## src/rtl/ecc_field_op_sequencer_pkg.sv

```systemverilog
// Shared definitions for the ECC field-operation sequencer: opcodes,
// arithmetic-unit select codes, FSM state encoding, vector indices and
// opcode classification helpers.
package ecc_field_op_sequencer_pkg;

    localparam int unsigned OP_W  = 3;
    localparam int unsigned SEL_W = 3;
    localparam int unsigned CNT_W = 8;

    // Instruction opcodes
    localparam logic [OP_W-1:0] OP_MUL  = 3'b001;
    localparam logic [OP_W-1:0] OP_SQR  = 3'b010;
    localparam logic [OP_W-1:0] OP_RED  = 3'b100;
    localparam logic [OP_W-1:0] OP_SWAP = 3'b101;
    localparam logic [OP_W-1:0] OP_XOR  = 3'b111;

    // select_line codes for the arithmetic unit
    localparam logic [SEL_W-1:0] SEL_NONE = 3'b000;
    localparam logic [SEL_W-1:0] SEL_MUL  = 3'b001;
    localparam logic [SEL_W-1:0] SEL_SQR  = 3'b010;
    localparam logic [SEL_W-1:0] SEL_RED  = 3'b100;
    localparam logic [SEL_W-1:0] SEL_XOR  = 3'b111;

    // Bit positions inside the internal command-strobe vector
    localparam int unsigned CMD_SQR  = 0;
    localparam int unsigned CMD_MUL  = 1;
    localparam int unsigned CMD_RED  = 2;
    localparam int unsigned CMD_SWAP = 3;
    localparam int unsigned CMD_XOR  = 4;
    localparam int unsigned CMD_W    = 5;

    // RAM indices inside the internal address / write-enable vectors
    localparam int unsigned RAM_A = 0;
    localparam int unsigned RAM_B = 1;
    localparam int unsigned RAM_C = 2;
    localparam int unsigned RAM_D = 3;
    localparam int unsigned RAM_N = 4;

    typedef enum logic [2:0] {
        ST_IDLE = 3'd0,
        ST_RD   = 3'd1,
        ST_WAIT = 3'd2,
        ST_WR   = 3'd3,
        ST_HOLD = 3'd4,
        ST_DONE = 3'd5
    } state_t;

    // True for the five opcodes the datapath understands
    function automatic logic op_is_legal(input logic [OP_W-1:0] op);
        return (op == OP_MUL) || (op == OP_SQR) || (op == OP_RED) ||
               (op == OP_SWAP) || (op == OP_XOR);
    endfunction

    // MUL and RED run through HOLD instead of RD/WAIT
    function automatic logic op_is_long(input logic [OP_W-1:0] op);
        return (op == OP_MUL) || (op == OP_RED);
    endfunction

endpackage

```

## src/rtl/ecc_field_op_sequencer_seq_cycle_counter.sv

```systemverilog
// seq_cycle_counter: 8-bit loadable down-counter with a zero flag, used to
// time the WAIT (read latency) and HOLD (multiplier) phases.
// Ports: clk, rst_n (sync, active-low), load/load_val (load a new count),
//        dec (decrement, saturating at zero), zero_c (count is zero).
module seq_cycle_counter
    import ecc_field_op_sequencer_pkg::*;
(
    input  logic             clk,
    input  logic             rst_n,
    input  logic             load,
    input  logic [CNT_W-1:0] load_val,
    input  logic             dec,
    output logic             zero_c
);

    logic [CNT_W-1:0] count_d;
    logic [CNT_W-1:0] count_q;

    // Load has priority over decrement; decrement stops at zero
    always_comb begin
        count_d = count_q;
        if (load) begin
            count_d = load_val;
        end else if (dec && (count_q != '0)) begin
            count_d = count_q - CNT_W'(1);
        end
    end

    always_ff @(posedge clk) begin
        if (!rst_n) begin
            count_q <= '0;
        end else begin
            count_q <= count_d;
        end
    end

    assign zero_c = (count_q == '0);

endmodule

```

## src/rtl/ecc_field_op_sequencer.sv

```systemverilog
// ecc_field_op_sequencer: accepts one field-arithmetic instruction at a time
// over valid/ready and drives the datapath controls (command strobes,
// select_line, byte_pos_A, RAM addresses and write enables) cycle by cycle.
// Ports:
//   clk, rst_n            clock, synchronous active-low reset
//   in_valid/in_ready     instruction handshake
//   in_op, in_src_a, in_src_b, in_dst, in_cd_sel   instruction fields
//   cmd_*                 datapath command strobes (cmd_inv tied low)
//   select_line, byte_pos_A                        arithmetic unit selects
//   b_adbus_A..D, b_w_A..D                         RAM addresses / write enables
//   select_Ram_C/D        SWAP source select
//   busy, done, err       status: in flight, completion pulse, illegal-op pulse
// All outputs are registered from the next state, so a value computed when
// the FSM moves into a state is visible for exactly the cycles of that state.
module ecc_field_op_sequencer
    import ecc_field_op_sequencer_pkg::*;
#(
    parameter int unsigned READ_LAT   = 1,
    parameter int unsigned MUL_CYCLES = 8,
    parameter int unsigned ADDR       = 3
) (
    input  logic            clk,
    input  logic            rst_n,
    input  logic            in_valid,
    output logic            in_ready,
    input  logic [2:0]      in_op,
    input  logic [ADDR-1:0] in_src_a,
    input  logic [ADDR-1:0] in_src_b,
    input  logic [ADDR-1:0] in_dst,
    input  logic            in_cd_sel,
    output logic            cmd_sqr,
    output logic            cmd_mul,
    output logic            cmd_red,
    output logic            cmd_swap,
    output logic            cmd_xor,
    output logic            cmd_inv,
    output logic [2:0]      select_line,
    output logic [1:0]      byte_pos_A,
    output logic [ADDR-1:0] b_adbus_A,
    output logic [ADDR-1:0] b_adbus_B,
    output logic [ADDR-1:0] b_adbus_C,
    output logic [ADDR-1:0] b_adbus_D,
    output logic            b_w_A,
    output logic            b_w_B,
    output logic            b_w_C,
    output logic            b_w_D,
    output logic            select_Ram_C,
    output logic            select_Ram_D,
    output logic            busy,
    output logic            done,
    output logic            err
);

    // FSM state and latched instruction
    state_t            state_d, state_q;
    logic [OP_W-1:0]   op_d, op_q;
    logic [ADDR-1:0]   src_a_d, src_a_q;
    logic [ADDR-1:0]   src_b_d, src_b_q;
    logic [ADDR-1:0]   dst_d, dst_q;
    logic              cd_sel_d, cd_sel_q;
    logic              pass_d, pass_q;

    // Cycle counter controls
    logic              cnt_load_c;
    logic [CNT_W-1:0]  cnt_load_val_c;
    logic              cnt_dec_c;
    logic              cnt_zero_c;
    logic              err_c;

    // Registered outputs
    logic                          in_ready_d, in_ready_q;
    logic                          busy_d, busy_q;
    logic                          done_d, done_q;
    logic                          err_d, err_q;
    logic [CMD_W-1:0]              cmd_d, cmd_q;
    logic [SEL_W-1:0]              sel_d, sel_q;
    logic [1:0]                    byte_pos_d, byte_pos_q;
    logic [RAM_N-1:0][ADDR-1:0]    adbus_d, adbus_q;
    logic [RAM_N-1:0]              we_d, we_q;
    logic [1:0]                    sel_ram_d, sel_ram_q;

    logic                          active_c;
    logic                          wr_c;
    logic [ADDR-1:0]               res_addr_c;

    seq_cycle_counter u_cnt (
        .clk      (clk),
        .rst_n    (rst_n),
        .load     (cnt_load_c),
        .load_val (cnt_load_val_c),
        .dec      (cnt_dec_c),
        .zero_c   (cnt_zero_c)
    );

    // State and instruction registers
    always_ff @(posedge clk) begin
        if (!rst_n) begin
            state_q  <= ST_IDLE;
            op_q     <= '0;
            src_a_q  <= '0;
            src_b_q  <= '0;
            dst_q    <= '0;
            cd_sel_q <= 1'b0;
            pass_q   <= 1'b0;
        end else begin
            state_q  <= state_d;
            op_q     <= op_d;
            src_a_q  <= src_a_d;
            src_b_q  <= src_b_d;
            dst_q    <= dst_d;
            cd_sel_q <= cd_sel_d;
            pass_q   <= pass_d;
        end
    end

    // Next-state logic, instruction capture and counter control
    always_comb begin
        state_d        = state_q;
        op_d           = op_q;
        src_a_d        = src_a_q;
        src_b_d        = src_b_q;
        dst_d          = dst_q;
        cd_sel_d       = cd_sel_q;
        pass_d         = pass_q;
        cnt_load_c     = 1'b0;
        cnt_load_val_c = '0;
        cnt_dec_c      = 1'b0;
        err_c          = 1'b0;

        case (state_q)
            ST_IDLE: begin
                if (in_valid && in_ready_q) begin
                    if (op_is_legal(in_op)) begin
                        op_d     = in_op;
                        src_a_d  = in_src_a;
                        src_b_d  = in_src_b;
                        dst_d    = in_dst;
                        cd_sel_d = in_cd_sel;
                        pass_d   = 1'b0;
                        if (op_is_long(in_op)) begin
                            state_d        = ST_HOLD;
                            cnt_load_c     = 1'b1;
                            cnt_load_val_c = CNT_W'(MUL_CYCLES - 1);
                        end else begin
                            state_d = ST_RD;
                        end
                    end else begin
                        err_c = 1'b1;
                    end
                end
            end
            ST_RD: begin
                state_d        = ST_WAIT;
                cnt_load_c     = 1'b1;
                cnt_load_val_c = CNT_W'(READ_LAT - 1);
            end
            ST_WAIT, ST_HOLD: begin
                if (cnt_zero_c) begin
                    state_d = ST_WR;
                end else begin
                    cnt_dec_c = 1'b1;
                end
            end
            ST_WR: begin
                // SQR needs a second pass for the upper half
                if ((op_q == OP_SQR) && !pass_q) begin
                    state_d = ST_RD;
                    pass_d  = 1'b1;
                end else begin
                    state_d = ST_DONE;
                end
            end
            ST_DONE: begin
                state_d = ST_IDLE;
            end
            default: begin
                state_d = ST_IDLE;
            end
        endcase
    end

    // SQR pass 1 writes the word after dst, wrapping within the RAM
    assign res_addr_c = dst_d + ADDR'(pass_d);

    // Output decode for the state being entered
    always_comb begin
        in_ready_d = (state_d == ST_IDLE);
        busy_d     = (state_d != ST_IDLE);
        done_d     = (state_d == ST_DONE);
        err_d      = err_c;
        cmd_d      = '0;
        sel_d      = SEL_NONE;
        byte_pos_d = '0;
        adbus_d    = '0;
        we_d       = '0;
        sel_ram_d  = '0;
        active_c   = (state_d == ST_RD) || (state_d == ST_WAIT) ||
                     (state_d == ST_WR) || (state_d == ST_HOLD);
        wr_c       = (state_d == ST_WR);

        if (active_c) begin
            case (op_d)
                OP_XOR: begin
                    cmd_d[CMD_XOR]  = 1'b1;
                    sel_d           = SEL_XOR;
                    adbus_d[RAM_A]  = src_a_d;
                    adbus_d[RAM_B]  = src_b_d;
                end
                OP_SQR: begin
                    cmd_d[CMD_SQR]  = 1'b1;
                    sel_d           = SEL_SQR;
                    adbus_d[RAM_A]  = src_a_d;
                    byte_pos_d      = {1'b0, pass_d};
                end
                OP_MUL: begin
                    cmd_d[CMD_MUL]  = 1'b1;
                    sel_d           = SEL_MUL;
                    adbus_d[RAM_A]  = src_a_d;
                    adbus_d[RAM_B]  = src_b_d;
                end
                OP_RED: begin
                    cmd_d[CMD_RED]  = 1'b1;
                    sel_d           = SEL_RED;
                    adbus_d[RAM_A]  = src_a_d;
                    adbus_d[RAM_B]  = src_b_d;
                end
                OP_SWAP: begin
                    cmd_d[CMD_SWAP] = 1'b1;
                    adbus_d[RAM_A]  = dst_d;
                    adbus_d[RAM_B]  = dst_d;
                end
                default: begin
                end
            endcase

            // SWAP reads C/D and writes A+B; everything else writes C/D
            if (op_d == OP_SWAP) begin
                if (cd_sel_d) begin
                    sel_ram_d[1]   = 1'b1;
                    adbus_d[RAM_D] = src_a_d;
                end else begin
                    sel_ram_d[0]   = 1'b1;
                    adbus_d[RAM_C] = src_a_d;
                end
                we_d[RAM_A] = wr_c;
                we_d[RAM_B] = wr_c;
            end else if (cd_sel_d) begin
                adbus_d[RAM_D] = res_addr_c;
                we_d[RAM_D]    = wr_c;
            end else begin
                adbus_d[RAM_C] = res_addr_c;
                we_d[RAM_C]    = wr_c;
            end
        end
    end

    // Output registers
    always_ff @(posedge clk) begin
        if (!rst_n) begin
            in_ready_q <= 1'b0;
            busy_q     <= 1'b0;
            done_q     <= 1'b0;
            err_q      <= 1'b0;
            cmd_q      <= '0;
            sel_q      <= '0;
            byte_pos_q <= '0;
            adbus_q    <= '0;
            we_q       <= '0;
            sel_ram_q  <= '0;
        end else begin
            in_ready_q <= in_ready_d;
            busy_q     <= busy_d;
            done_q     <= done_d;
            err_q      <= err_d;
            cmd_q      <= cmd_d;
            sel_q      <= sel_d;
            byte_pos_q <= byte_pos_d;
            adbus_q    <= adbus_d;
            we_q       <= we_d;
            sel_ram_q  <= sel_ram_d;
        end
    end

    assign in_ready     = in_ready_q;
    assign busy         = busy_q;
    assign done         = done_q;
    assign err          = err_q;
    assign cmd_sqr      = cmd_q[CMD_SQR];
    assign cmd_mul      = cmd_q[CMD_MUL];
    assign cmd_red      = cmd_q[CMD_RED];
    assign cmd_swap     = cmd_q[CMD_SWAP];
    assign cmd_xor      = cmd_q[CMD_XOR];
    assign cmd_inv      = 1'b0;
    assign select_line  = sel_q;
    assign byte_pos_A   = byte_pos_q;
    assign b_adbus_A    = adbus_q[RAM_A];
    assign b_adbus_B    = adbus_q[RAM_B];
    assign b_adbus_C    = adbus_q[RAM_C];
    assign b_adbus_D    = adbus_q[RAM_D];
    assign b_w_A        = we_q[RAM_A];
    assign b_w_B        = we_q[RAM_B];
    assign b_w_C        = we_q[RAM_C];
    assign b_w_D        = we_q[RAM_D];
    assign select_Ram_C = sel_ram_q[0];
    assign select_Ram_D = sel_ram_q[1];

endmodule

```

## config.mk

```make
export PLATFORM = sky130hd
export DESIGN_NAME = ecc_field_op_sequencer
export DESIGN_NICKNAME = d
export VERILOG_FILES = /design/src/rtl/ecc_field_op_sequencer_pkg.sv /design/src/rtl/ecc_field_op_sequencer_seq_cycle_counter.sv /design/src/rtl/ecc_field_op_sequencer.sv
export SDC_FILE = /design/constraint.sdc
export NUM_CORES = 1
export LEC_CHECK = 0
export BUFFER_PORTS_ARGS = -buffer_cell sky130_fd_sc_hd__clkbuf_2
export CORE_ASPECT_RATIO = 0.7
export CORE_MARGIN = 3
export CORE_UTILIZATION = 45
export CTS_CLUSTER_DIAMETER = 80
export DETAILED_ROUTE_END_ITERATION = 8
export PLACE_DENSITY_LB_ADDON = 0.05
export SYNTH_ARGS = -nofsm -noshare
export SYNTH_HDL_FRONTEND = slang
export SYNTH_SLANG_ARGS = --single-unit
export TNS_END_PERCENT = 1
```

## constraint.sdc

```tcl
create_clock -name clk -period 4.6 [get_ports clk]
set_input_delay 0.46 -clock clk [delete_from_list [all_inputs] [get_ports clk]]
set_output_delay 0.46 -clock clk [all_outputs]
set_load 0.05 [all_outputs]
```

## Word-level counts from Yosys, hierarchy flattened

Cells that the tools add are included.

- Flip-flop bits (word level): 56
- Bits of input ports: 16
- Output and inout port bits: 33
- Word-level logic and storage cells: 129

- Add/subtract/negate cells: 2
- Equality and inequality tests: 20
- Muxes and demuxes: 53
- Bitwise gates (word level): 3
- Reduce and logical (&&, ||, !) cells: 27

Operator list:

| kind | number |
|---|---|
| 2-to-1 mux 3 bit | 25 |
| == test 3 bit (second input constant) | 9 |
| case mux 3 bit (4 select lines) | 2 |
| == test 3 x 2 -> 1 bit (second input constant) | 7 |
| 2-to-1 mux 1 bit | 19 |
| 2-to-1 mux 8 bit | 2 |
| == test 3 x 1 -> 1 bit (second input constant) | 4 |
| case mux 3 bit (2 select lines) | 2 |
| OR reduction 4 bit | 3 |
| AND reduction 3 bit | 3 |
| logical NOT 8 bit | 1 |
| logical OR 1 bit | 8 |
| nonzero test 8 bit | 1 |
| subtractor 8 x 1 -> 8 bit (second input constant) | 1 |
| logical NOT 3 bit | 2 |
| 2-to-1 mux 6 bit | 1 |
| case mux 1 bit (2 select lines) | 2 |
| adder 3 x 1 -> 3 bit | 1 |
| logical AND 1 bit | 3 |
| NOT 1 bit | 3 |
| nonzero test 3 bit | 1 |
| OR reduction 3 bit | 1 |
| AND reduction 2 bit | 1 |
| nonzero test 2 bit | 1 |
| 2 further kinds | 2 |

## Longest topological paths before layout

Gate-level depths: netlist of the first run.

- Depth after elaboration: 14
- Mapped depth: 15
- Depth with buffers taken out: 10

## Cells and area by module

Synthesis of the first run repeated with hierarchy kept, for this count alone.

- Cells, all modules: 293
- Area total of the unflattened synthesis: 2,733.9 µm²

Modules (own cells, without submodules):

| module | instances | cells an instance | area an instance (µm²) | sequential area each (µm²) |
|---|---|---|---|---|
| ecc_field_op_sequencer | 1 | 234 | 2,222.1 | 940.9 |
| seq_cycle_counter | 1 | 59 | 511.7 | 160.2 |

## Worst setup path after synthesis of the first run

No wires, ideal clock.

- Path kind: register to register
- From: register in_ready_q (netlist: in_ready)
- To: register adbus_q, in the netlist b_adbus_C[2]
- Data arrival time: 2.892 ns
- Slack: 1.643 ns
- Cell stages (with the launch flop): 14
- Path buffers: 3
- Path through: dfxtp_1 nand2_1 or2_0 clkbuf_2 nand2b_1 buf_4 buf_6 mux2i_1 inv_1 ha_1 ha_1 xor2_1 mux2_4 nor2_1

- Elaborated cells on any way between the ends: 26
- Classes of those cells: 1 x add/sub; 5 x eq/ne; 15 x mux; 5 x reduce/logical

RTL lines:

| item | RTL line | source |
|---|---|---|
| start: declaration | ecc_field_op_sequencer.sv:71 | `logic in_ready_d, in_ready_q;` |
| start signal: assignment | ecc_field_op_sequencer.sv:271 | `in_ready_q <= in_ready_d;` |
| logical AND 1 bit | ecc_field_op_sequencer.sv:132 | `if (in_valid && in_ready_q) begin` |
| 2-to-1 mux 3 bit | ecc_field_op_sequencer.sv:132 |  |
| 2-to-1 mux 3 bit | ecc_field_op_sequencer.sv:130 | `case (state_q)` |
| via dst_d[0] | ecc_field_op_sequencer.sv:59 | `logic [ADDR-1:0] dst_d, dst_q;` |
| adder 3 x 1 -> 3 bit | ecc_field_op_sequencer.sv:183 | `assign res_addr_c = dst_d + ADDR'(pass_d);` |
| 2-to-1 mux 3 bit | ecc_field_op_sequencer.sv:247 | `end else if (cd_sel_d) begin` |
| 2-to-1 mux 6 bit | ecc_field_op_sequencer.sv:237 | `if (op_d == OP_SWAP) begin` |
| end signal: assignment | ecc_field_op_sequencer.sv:278 | `adbus_q <= adbus_d;` |
| end: declaration | ecc_field_op_sequencer.sv:78 | `logic [RAM_N-1:0][ADDR-1:0] adbus_d, adbus_q;` |

The timed path passes the listed nets, and every way through them passes these cells.
A chain may end at the register's enable or synchronous reset.

## Worst setup path after layout of the first run

- From: register state_q[0]
- To: register adbus_q, in the netlist b_adbus_D[2]

- Elaborated cells on any way between the ends: 28
- Classes of those cells: 1 x add/sub; 9 x eq/ne; 12 x mux; 6 x reduce/logical

RTL lines:

| item | RTL line | source |
|---|---|---|
| start: declaration | ecc_field_op_sequencer.sv:55 | `state_t state_d, state_q;` |
| start signal: assignment | ecc_field_op_sequencer.sv:106 | `state_q <= state_d;` |
| logical NOT 3 bit | ecc_field_op_sequencer.sv:130 |  |
| 2-to-1 mux 3 bit | ecc_field_op_sequencer.sv:130 |  |
| via dst_d[0] | ecc_field_op_sequencer.sv:59 |  |
| adder 3 x 1 -> 3 bit | ecc_field_op_sequencer.sv:183 |  |
| 2-to-1 mux 3 bit | ecc_field_op_sequencer.sv:247 |  |
| 2-to-1 mux 6 bit | ecc_field_op_sequencer.sv:237 |  |

The timed path passes the listed nets, and every way through them passes these cells.

==> results of run 1 <==
layer usage:
layer	routed length [microns]	track usage	share of wire
met1	2760	0.264	0.53
met2	2060	0.244	0.40
met3	318	0.0495	0.061
met4	50	0.0432	0.0097
met5	0	0	0
power by group through the flow:
stage	registers [uW]	clock network, uW	logic (uW)
2_1_floorplan	662	0	643
6_report	608	341	822
5_1_grt	621	365	917
3_5_place_dp	619	0	818
3_3_place_gp	618	0	820
4_1_cts	608	348	822
cell usage in the layout, fill, tap and decap left out, types with 4 or more instances in the layout:
cell type / Yosys / layout
nor3_1: 13 / 13
and2_1: 4 / 4
clkbuf_8: 0 / 6
o21ai_0: 11 / 11
inv_1: 10 / 10
nand3_1: 4 / 4
clkbuf_2: 2 / 46
nor4_1: 4 / 4
a21oi_1: 7 / 7
o21a_1: 4 / 4
nand2_1: 16 / 16
nand2b_1: 6 / 6
mux2i_1: 11 / 11
xnor2_1: 12 / 12
nor2_1: 48 / 48
nor2b_1: 7 / 7
dfxtp_1: 55 / 55
worst max-delay path by stage:
stage,start,cells after the start,slack (ns),endpoint
floorplan,in_ready,13,1.64,b_adbus_C[2]
global placement,state_q[0],10,1.28,b_adbus_D[2]
detailed placement,in_valid,11,1.13,b_adbus_C[2]
CTS,state_q[0],10,1.11,b_adbus_C[2]
global route,state_q[0],10,0.81,b_adbus_D[2]
finish,state_q[0],10,1.10,b_adbus_D[2]
metrics by stage:
stage | instance area, sq um | std cells | util | hold WS (ns) | power, uW
4_1_cts | 2840 | 386 | 0.534 | 0.432 | 1780
3_3_place_gp | 2720 | 378 | 0.511 | 0.508 | 1440
3_5_place_dp | 2720 | 378 | 0.511 | 0.506 | 1440
2_1_floorplan | 2500 | 277 | - | 0.472 | 1310
5_1_grt | 2840 | 386 | 0.534 | 0.453 | 1900
6_report | 2840 | 386 | 0.534 | 0.435 | 1770
state kept, by name (all words and copies together) (netlist names):
| name | count |
|---|---|
| b_adbus_B | 3 |
| src_a_q | 3 |
| busy | 1 |
| b_adbus_D | 3 |
| u_cnt.count_q | 8 |
| src_b_q | 3 |
| pass_q | 1 |
| select_line | 3 |
| cmd_q | 5 |
| cd_sel_q | 1 |
| op_q | 3 |
| state_q | 3 |
| we_q | 3 |
| b_adbus_A | 3 |
| b_adbus_C | 3 |
| done | 1 |
| sel_ram_q | 2 |
| err | 1 |
| in_ready | 1 |
| byte_pos_A | 1 |
| dst_q | 3 |
worst max-delay path: cells and delay by family (launching register included):
family                   cells  cell delay (ns)
XOR/XNOR                     1             0.16
adder cells (fa/ha/maj)      2             0.41
buffers and inverters        1             0.11
flip-flops                   1             0.58
multiplexers                 2             0.67
AND/OR/NAND/NOR              4             1.51
layout make-up:
| class | instances | area [sq um] |
|---|---|---|
| clock buffers | 6 | 82.6 |
| inverters | 11 | 42.5 |
| fillers | 515 | 2470 |
| flip-flops and latches | 55 | 1100 |
| clock inverters | 2 | 38.8 |
| multi-input cells | 194 | 1250 |
| repair buffers | 46 | 230 |
| well taps | 72 | 90.1 |
kinds of logic (layout without fill, tap and decap cells):
family                     after synthesis  count (layout)
xor gates and xnor gates                15              15
DFF                                     55              55
and+or+nand+nor                        116             116
AOI/OAI and AO/OA                       43              43
muxes                                   14              14
other                                    1               2
adders and majority gates                4               4
buffers and inverters                   28              65
==> metrics.txt, run 1 <==
largest net degree at the start of global routing 21; highest clock rate 0.285 GHz; via/cell ratio 4.99; die width approximately 95 microns; adder-cell share of the synthesized area 0.0230; RePlAce Congestion 0.771; post-synth top area share 0.441; Flop pwr share 0.343; Min-Delay Path Class in2reg; share of cells above drive strength 1 0.217; Reg clk slew, reported paths 0.10 ns; FF+latch count, synth 55; CTS max path bufs 2; Mapped Area 2500 sq um; num rows 22; core area 5310 sq um; Final TNS setup 0 ns; Synth Instances 276; Mean Syn Cell Area 9.05 sq um; GRT overflow 0; worst-skew pair later-pin latency 0.31 ns; post-synthesis xor/xnor area fraction 0.0526; Final Skew 0.00687 ns; worst r2r dst b_adbus_D[2]; hold depth 3; Worst Path Arrival around 3.8 ns; I/O Pins 49; final worst path period need 3.50 ns; top post-synthesis cells by area dfxtp_1, nor2_1, mux2i_1; required time of the critical path 4.85 ns; TritonRoute pass-1 iters 4; initial antenna violation count 0; total setup buffers inserted after CTS 0; pre-CTS WS 1.13 ns; fin. max-slew vios 0; n_diodes 0; most numerous cell in the Yosys netlist dfxtp_1; initial core utilization 0.470; Total Routing Usage GR 0.176; hold worst-path end src_b_q[2]; total number of H-tree levels 2; type of the worst setup path reg2reg; number of global-route vias before repair 1740; Max IR drop VDD ~0.24 mV; setup slack, reg-to-reg 1.10 ns; DR vias 1926; Tcrit/Tclk final 0.762; Startpoint Class flip-flop; slowest stage delay, CP ~0.76 ns; Post-synth EDFFs 0; sequential share of the synthesized area 0.441; internal power consumption around 1000 uW; FF-to-FF path depth 10; # hold bufs at CTS 0; hpwl dp 3850 microns; Crit Path Max Fanout 14; post-synthesis compound-gate area fraction 0.132; CTS tree yes; Hold Vio Cnt, Final 0; drt drc 0; Synth top cells by count dfxtp_1, nor2_1, nand2_1; RSZ-0062 raised after global routing no; sw frac 0.417; clock group share of total power 0.193; max_cap viols 0; HP Start in_src_b[2]; post-cts repair resize count 0; TritonCTS buffer count 5; mux cell area share after synthesis 0.0591; fraction of registers with async set/reset 0; Leak 0.00121 uW; largest family of logic cells by synthesized area simple AND/OR/NAND/NOR gates; Least-Margin Pin Slew 0.894 ns; total of warnings raised by yosys 0; synth unique cells 54; predominant post-synthesis flop cell dfxtp_1; P&R area growth vs syn 13.6%; global-route wire length before repair 8670 microns; Worst setup EP type flip-flop; combinational share of power 0.464; DIE HEIGHT 68.3 microns; slowest cell on the critical path nand2b_1; post-synth top area cell dfxtp_1; Routed WL 5180 microns; switching pwr roughly 740 uW; routed len/inst 13.4 microns; status finished clean; CP most frequent cell ha_1; CTS sink count 55; Slew headroom 0.404; die area 6500 sq um; Synth Area in Simple Gates 0.231; R2R Path Start state_q[0]; PnR worst setup slack 1.10 ns; Root Driver clkbuf_8; P per Cell Area 624 nW/um^2; final setup fails 0; Port Buffers 46; First DRT Iteration DRCs 95; Final #Nets 333; remaining antenna violation count 0; cell-by-cell trace of the critical path or3_4 -> or2_0 -> nand2b_1 -> mux2i_1 -> inv_1 -> ha_1 -> ha_1 -> xor2_1 -> mux2_4 -> nor2_1
Power figures use the tool's default switching activity.
==> inputs of run 2 (changes only) <==
clock period = 3.35 ns   (was 4.6 ns; I/O delays follow)
==> run 2 against run 1 <==
Register-to-register slack got worse by 0.51 ns. Clock power down 2%. Hold slack lost 0.11 ns. Fmax up 27%. Global-route usage fell by 0.61 points. Final cell count is 0.78% higher. Clock-buffer cell count fell by 1. Sequential share of layout area up 0.10 points. Critical endpoint is now b_adbus_C[2]. Largest cell class unchanged.
==> metrics.txt, run 2 (same netlist as run 1, synthesis figures left out) <==
worst-skew pair later-pin latency approximately 0.30 ns; R2R Path Start state_q[0]; drt drc 0; Reg clk slew, reported paths approximately 0.090 ns; via/cell ratio 5.05; internal power consumption 1340 uW; DR vias 1965; max_cap viols 0; commonest non-fill, non-tap cell in the layout dfxtp_1; Startpoint Class flip-flop; remaining antenna violation count 0; status finished clean; initial core utilization 0.470; fin. max-slew vios 0; total number of H-tree levels 2; required time of the critical path 3.58 ns; final instance area 2830 sq um; GRT overflow 0; sw frac 0.427; Final #Nets about 340; num rows 22; TritonRoute pass-1 iters 4; cell-by-cell trace of the critical path or3_4 -> or2_0 -> nand2b_1 -> mux2i_1 -> inv_1 -> ha_1 -> ha_1 -> xor2_1 -> mux2_4 -> nor2_1; Tcrit/Tclk final 0.824; Crit Path Max Fanout 13; Worst setup EP type flip-flop; TritonCTS buffer count 5; Flop pwr share 0.358; final setup fails 0; total setup buffers inserted after CTS 0; Least-Margin Pin Slew 0.675 ns; die width 95.1 microns; Total Routing Usage GR 0.170; CP bufs+invs 1; First DRT Iteration DRCs 115; Filler Cells Inserted approximately 520; global-route wire length before repair around 8500 microns; clock group share of total power 0.143; Worst Path Arrival 2.99 ns; Worst Setup SP state_q[0]; Slew headroom 0.547; hpwl dp 3950 microns; placed cells 383; slowest cell on the critical path or3_4; die area 6500 sq um; Final Skew 0.00913 ns; slowest stage delay, CP 0.48 ns; largest net degree at the start of global routing 21; multi-input combinational cell area 1250 sq um; Port Buffers 46; Routed WL 5220 microns; Root Driver clkbuf_8; most frequent cells in the layout dfxtp_1, nor2_1, clkbuf_2; hold slack 0.327 ns; switching pwr 1000 uW; RePlAce Congestion 0.837; CTS sink count 55; CP most frequent cell ha_1; type of the worst setup path reg2reg; Hold Vio Cnt, Final 0; CTS max path bufs 2; number of global-route vias before repair between 1500 and 2000; Cell Area, Placed 2750 sq um; P per Cell Area 827 nW/um^2; routed len/inst 13.4 microns; share of cells above drive strength 1 0.224; combinational share of power 0.499; critical path's top delay family simple AND/OR/NAND/NOR gates; P&R area growth vs syn 13.3%; Max IR drop VDD 0.386 mV; Final TNS setup 0 ns; Largest regs u_cnt.count_q (8), cmd_q (5); highest clock rate 0.362 GHz; initial antenna violation count 0; worst r2r dst b_adbus_C[2]; core area 5310 sq um; I/O Pins 49; hold worst-path end src_b_q[1]; # hold bufs at CTS 0; Top reg by flops u_cnt.count_q; post-cts repair resize count 0; CTS tree yes; DIE HEIGHT 68.3 microns; RSZ-0062 raised after global routing no; setup slack, reg-to-reg 0.59 ns; final worst path period need 2.76 ns; max reg flops 8; fin cells about 390; Min-Delay Path Class in2reg; Design Power 2340 uW; Leak 0.00121 uW; hold depth 3; FF-to-FF path depth 10; HP Start in_src_b[1]; Reg area 1100 sq um; n_diodes 0
## run 2: cell count changes in the layout (fill, tap and decap cells not counted)
cell | before | now
clkinvlp_4 | 0 | 1
inv_6 | 1 | 0
clkbuf_8 | 6 | 5
buf_4 | 0 | 5
bufinv_16 | 1 | 0
## run 2: power by group through the flow
stage / sequential [uW] / combinational [uW] / clock [uW]
final: 839 / 1170 / 335
after global routing: 854 / 1280 / 370
after CTS: 837 / 1170 / 348
after detailed placement: 851 / 1170 / 0
after global placement: 849 / 1160 / 0
after floorplan: 909 / 883 / 0
## run 2: worst reg2reg max path: cells and delay by family, from the launching register on
family                     cells  cell delay [ns]
buffers and inverters          1             0.11
xor gates and xnor gates       1             0.16
and+or+nand+nor                4             1.02
muxes                          2             0.56
DFF                            1             0.45
adders and majority gates      2             0.39
## run 2: stage by stage
step	worst slack, ns	utilization
6_report	0.589	0.533
5_1_grt	0.386	0.533
4_1_cts	0.614	0.533
3_5_place_dp	0.647	0.518
3_3_place_gp	0.702	0.518
2_1_floorplan	0.393	-
## run 2: layout make-up
type,count,share of cell area
flip-flops and latches,55,0.389
multi-input cells,194,0.443
clock buffers,5,0.0243
inverters,11,0.0150
well taps,72,0.0318
repair buffers,51,0.0946
clock inverters,1,0.00265
## run 2: metal layers
metal | part of all wire | GRT usage | wire length, microns
met5 | 0 | 0 | 0
met4 | 0.0036 | 0.0270 | 19
met3 | 0.066 | 0.0473 | 346
met2 | 0.40 | 0.229 | 2090
met1 | 0.53 | 0.265 | 2770
## run 2: worst max path at each step
stage	slack (ns)	end	cells after the start
after global routing	0.39	b_adbus_D[2]	10
final	0.59	b_adbus_C[2]	10
after floorplan	0.39	b_adbus_C[2]	13
after detailed placement	0.65	b_adbus_C[2]	10
after global placement	0.70	b_adbus_A[2]	7
after CTS	0.61	b_adbus_C[2]	10
